===== config.mk =====
export PLATFORM = sky130hd
export DESIGN_NAME = ram_wr_ctrl
export DESIGN_NICKNAME = d
export VERILOG_FILES = /design/src/rtl/ram_wr_ctrl.sv
export SDC_FILE = /design/constraint.sdc
export NUM_CORES = 1
export LEC_CHECK = 0
export CORE_MARGIN = 4
export CORE_UTILIZATION = 45
export DETAILED_ROUTE_END_ITERATION = 6
export GPL_ROUTABILITY_DRIVEN = 0
export SYNTH_ARGS = -nofsm -noshare
export SYNTH_HDL_FRONTEND = slang
export SYNTH_SLANG_ARGS = --single-unit

===== constraint.sdc =====
create_clock -name sys_clk -period 3.2 [get_ports sys_clk]
set_input_delay 0.32 -clock sys_clk [delete_from_list [all_inputs] [get_ports sys_clk]]
set_output_delay 0.32 -clock sys_clk [all_outputs]
set_load 0.02 [all_outputs]

===== src/rtl/ram_wr_ctrl.sv =====
// Write-side controller for the single-port RAM demo: seeded ramp fill on a key press,
// then a slow read-address walk for the display, with pause/refill on later key presses.
module ram_wr_ctrl #(
  parameter logic [23:0] CNT_MAX = 24'd4_999_999,
  parameter int          ADDR_W  = 8,
  parameter int          DATA_W  = 8
) (
  input  logic              sys_clk,
  input  logic              rst_n,
  input  logic              key_flag,
  output logic              wr_en,
  output logic [ADDR_W-1:0] wr_addr,
  output logic [DATA_W-1:0] wr_data,
  output logic              rd_en,
  output logic [ADDR_W-1:0] rd_addr,
  output logic              fill_done,
  output logic              busy,
  output logic [1:0]        state_dbg
);

  typedef enum logic [1:0] {
    IDLE  = 2'd0,
    WRITE = 2'd1,
    READ  = 2'd2,
    PAUSE = 2'd3
  } state_t;

  localparam logic [ADDR_W-1:0] LAST_ADDR = '1;
  localparam logic [ADDR_W-1:0] ADDR_ONE  = ADDR_W'(1);
  localparam logic [DATA_W-1:0] DATA_ONE  = DATA_W'(1);

  state_t              state, state_nx;
  logic [DATA_W-1:0]   seed, seed_nx;
  logic [23:0]         cnt, cnt_nx;
  logic                tick, tick_nx;

  logic                wr_en_nx, rd_en_nx, fill_done_nx, busy_nx;
  logic [ADDR_W-1:0]   wr_addr_nx, rd_addr_nx, wr_addr_inc;
  logic [DATA_W-1:0]   wr_data_nx, seed_inc;

  assign wr_addr_inc = wr_addr + ADDR_ONE;
  assign seed_inc    = seed + DATA_ONE;
  assign state_dbg   = state;

  // Every output is computed one cycle early here and registered below, so the
  // RAM sees glitch-free strobes and wr_en/rd_en can never overlap.
  always_comb begin
    state_nx     = state;
    seed_nx      = seed;
    cnt_nx       = cnt;
    tick_nx      = 1'b0;
    wr_en_nx     = 1'b0;
    wr_addr_nx   = '0;
    wr_data_nx   = '0;
    rd_en_nx     = 1'b0;
    rd_addr_nx   = rd_addr;
    fill_done_nx = 1'b0;

    case (state)
      IDLE: begin
        if (key_flag) begin
          state_nx   = WRITE;
          wr_en_nx   = 1'b1;
          wr_data_nx = seed;
        end
      end

      WRITE: begin
        if (wr_addr == LAST_ADDR) begin
          state_nx     = READ;
          fill_done_nx = 1'b1;
          rd_en_nx     = 1'b1;
          rd_addr_nx   = '0;
          cnt_nx       = '0;
        end else begin
          wr_en_nx   = 1'b1;
          wr_addr_nx = wr_addr_inc;
          wr_data_nx = DATA_W'(wr_addr_inc) + seed;
        end
      end

      READ: begin
        rd_en_nx = 1'b1;
        // A key press drops any pending tick so the address freezes where it is.
        if (key_flag) begin
          state_nx = PAUSE;
        end else begin
          cnt_nx  = (cnt == CNT_MAX) ? 24'd0 : cnt + 24'd1;
          tick_nx = (cnt == CNT_MAX);
          if (tick) begin
            rd_addr_nx = rd_addr + ADDR_ONE;
          end
        end
      end

      PAUSE: begin
        if (key_flag) begin
          state_nx   = WRITE;
          seed_nx    = seed_inc;
          wr_en_nx   = 1'b1;
          wr_data_nx = seed_inc;
        end else begin
          rd_en_nx = 1'b1;
        end
      end

      default: state_nx = IDLE;
    endcase

    busy_nx = (state_nx == WRITE);
  end

  always_ff @(posedge sys_clk or negedge rst_n) begin
    if (!rst_n) begin
      state     <= IDLE;
      seed      <= '0;
      cnt       <= '0;
      tick      <= 1'b0;
      wr_en     <= 1'b0;
      wr_addr   <= '0;
      wr_data   <= '0;
      rd_en     <= 1'b0;
      rd_addr   <= '0;
      fill_done <= 1'b0;
      busy      <= 1'b0;
    end else begin
      state     <= state_nx;
      seed      <= seed_nx;
      cnt       <= cnt_nx;
      tick      <= tick_nx;
      wr_en     <= wr_en_nx;
      wr_addr   <= wr_addr_nx;
      wr_data   <= wr_data_nx;
      rd_en     <= rd_en_nx;
      rd_addr   <= rd_addr_nx;
      fill_done <= fill_done_nx;
      busy      <= busy_nx;
    end
  end

endmodule

==> flow_metrics.env <==
export IMPL_timing_setup_tns_ps=0
export IMPL_synth_seq_area_share=0.430
export IMPL_finalNetCount=442
export IMPL_synth_most_common_cell="dfrtp_1"
export IMPL_post_synth_instance_area_mm2=0.00367
export IMPL_dieArea_mm2=0.00966
export IMPL_hp_class="primary input to asynchronous set/reset pin"
export IMPL_antennaDiodeCount=0
export IMPL_worst_r2r_setup_slack_ps=720
export IMPL_clock_skew_final_ps=14.9
export IMPL_tightestPinTransition_ps=855
export IMPL_drive_above_1_share=0.0656
export IMPL_hpwlAfterDp_mm=6.09
export IMPL_power_frac_clock=0.252
export IMPL_post_cts_resized_instances=0
export IMPL_power_net_switching_mw=1.21
export IMPL_number_of_nets_produced_by_synthesis=410
export IMPL_post_synth_cell_area_avg_um2=9.41
export IMPL_dr_pass1_iters=4
export IMPL_power_per_cell_area_mw_per_mm2=695
export IMPL_die_width_um=98.3
export IMPL_cts_buffers=9
export IMPL_drt_wirelength_per_cell_um=16.6
export IMPL_start_to_end_type_of_the_worst_setup_path="flop to flop"
export IMPL_worst_vdd_drop_mv=0.354
export IMPL_flow_area_growth_from_synthesis_pct=16.9
export IMPL_drt_wl_total_mm=8.76
export IMPL_io_pin_count=33
export IMPL_syn_inst=390
export IMPL_clk_insertion_delay_late_ps=350
export IMPL_first_pass_grt_wire_length_mm=14.9
export IMPL_drt_first_iter_violations=148
export IMPL_maximum_number_of_pins_on_one_net_before_global_route_repair=39
export IMPL_drc=0
export IMPL_synth_cell_type_count=53
export IMPL_cts_post_setup_buffers_inserted=0
export IMPL_ys_top_cells_by_count="dfrtp_1 (63), nand2_1 (31), a21oi_1 (26), nor2_1 (24), nand4_1 (23)"
export IMPL_cellInternalPower_mw=1.78
export IMPL_arrival_ps=2750
export IMPL_postSynth_topFlopCell="dfrtp_1"
export IMPL_sequentialPowerShare=0.335
export IMPL_power_leakage_nw=1.81
export IMPL_tritoncts="built"
export IMPL_remaining_global_route_overflow=0
export IMPL_grt_setup_unrepaired="no"
export IMPL_fmax_mhz=403
export IMPL_max_cap_viol_count=0
export IMPL_timing_final_crit_share=0.775
export IMPL_drtAntennaViolNets=0
export IMPL_die_y_um=98.3
export IMPL_postSynthRegisterBits=63
export IMPL_report_final_hold_viol_count=0
export IMPL_sw_frac_of_total=0.405
export IMPL_final_min_clock_period_ps=2480
export IMPL_nature_of_the_critical_path_endpoint="flop"
export IMPL_hold_ws_ps=71.1
export IMPL_floorplan_initialDensity=0.468
export IMPL_final_max_slew_violation_count=0
export IMPL_row_count=32
export IMPL_num_vias=3102
export IMPL_critical_path_data_required_time_ps=3470
export IMPL_cp_start_kind="flop"
export IMPL_buffers_added_on_ports=32
export IMPL_synth_largest_area_cell="dfrtp_1"
export IMPL_worstPathMaxFanout=27
export IMPL_ys_async_sr_fraction=1.00
export IMPL_post_synth_top_area_share=0.430
export IMPL_cts_num_sinks=63
export IMPL_vias_per_cell=5.86
export IMPL_synth_edff_count=0
export IMPL_timing_max_slew_rel_slack=0.424
export IMPL_outcome="completed"
export IMPL_antenna_violations_before_repair=0
export IMPL_grt_util_all_layers=0.189
export IMPL_clock_tree_htree_level_count=3
export IMPL_core_box_area_mm2=0.00785
export IMPL_p_total_mw=2.98
export IMPL_netlist_top_cells_area="dfrtp_1 (43%), ha_1 (5.5%), nand4_1 (3.9%)"
export IMPL_first_global_vias=3065
export IMPL_reg_clk_slew_reported_paths_ps=70
export IMPL_setup_viol=0
export IMPL_clockRootBuffer="clkbuf_8"
export IMPL_yosys_warnings=0
export IMPL_number_of_hold_repair_buffers_added_at_the_cts_stage=0
export IMPL_clock_path_buffers=2
export IMPL_combinationalPowerShare=0.413
kinds of logic (layout without fill, tap and decap cells):
logic type | after synthesis | in the layout | synth area share
fa+ha+maj | 17 | 17 | 0.0600
simple gates | 160 | 160 | 0.240
compound gates | 86 | 86 | 0.153
xor+xnor | 19 | 19 | 0.0491
mux | 12 | 12 | 0.0331
flops | 63 | 63 | 0.430
buf+inv | 33 | 70 | 0.0351
worst max-delay path: stages, from the launching register on:
cell	delay [ps]
dfrtp_1	430
inv_1	140
ha_1	420
nor2_1	130
a21oi_1	320
nand2_4	250
or4_1	560
a21oi_1	150
power by group through the flow:
stage / Combinational [mW] / Clock (mW) / Sequential [mW]
floorplan: 0.802 / 0 / 1.05
global placement: 1.22 / 0 / 1.01
detailed placement: 1.22 / 0 / 1.01
CTS: 1.23 / 0.768 / 1.00
global route: 1.37 / 0.817 / 1.02
finish: 1.23 / 0.752 / 0.999
through the flow:
step                std cells  worst slack (ps)  cell area [um^2]   util
CTS                       529               724              4290  0.547
detailed placement        513               736              4090  0.521
floorplan                 390               971              3670      -
global placement          513               801              4090  0.521
finish                    529               719              4290  0.547
global route              529               468              4290  0.547
cell usage in the layout (no fill, tap or decap), types with 7 or more instances in the layout:
| cell | count |
|---|---|
| a21oi_1 | 26 |
| a22o_1 | 7 |
| and2_1 | 14 |
| clkbuf_8 | 9 |
| clkdlybuf4s50_1 | 31 |
| dfrtp_1 | 63 |
| ha_1 | 16 |
| inv_1 | 17 |
| mux2i_1 | 11 |
| nand2_1 | 31 |
| nand2b_1 | 8 |
| nand3_1 | 17 |
| nand4_1 | 23 |
| nor2_1 | 24 |
| nor3_1 | 8 |
| o21ai_0 | 18 |
| o22ai_1 | 7 |
| xnor2_1 | 12 |
state kept, by name, indices dropped and copies added (netlist names):
name       flops
state_dbg      2
tick           1
rd_addr        8
seed           8
rd_en          1
busy           1
wr_data        8
wr_addr        8
fill_done      1
wr_en          1
cnt           24
layer usage:
metal	GRT usage	part of all wire	up-vias
li1	-	-	1495
met1	0.261	0.47	1516
met2	0.292	0.46	76
met3	0.0436	0.052	15
met4	0.0683	0.018	0
met5	0	0	-
cell type report:
class	instances	area, um^2
clock inverters	3	67.6
multi-input cells	294	1960
flip-flops and latches	63	1580
fillers	744	3560
well taps	102	128
repair buffers	37	353
inverters	17	63.8
clock buffers	13	139
final timing paths:
path	from	endpoint	depth (start not counted)
hold reg to reg	cnt[22]	cnt[22]	1
setup / recovery	state_dbg[0]	rd_addr[4]	7
hold / removal	rst_n	rd_addr[5]	1
min in group sys_clk	cnt[22]	cnt[22]	1
setup reg to reg	state_dbg[0]	rd_addr[4]	7
max in group asynchronous	rst_n	cnt[17]	2
(Power assumes the default switching activity.)
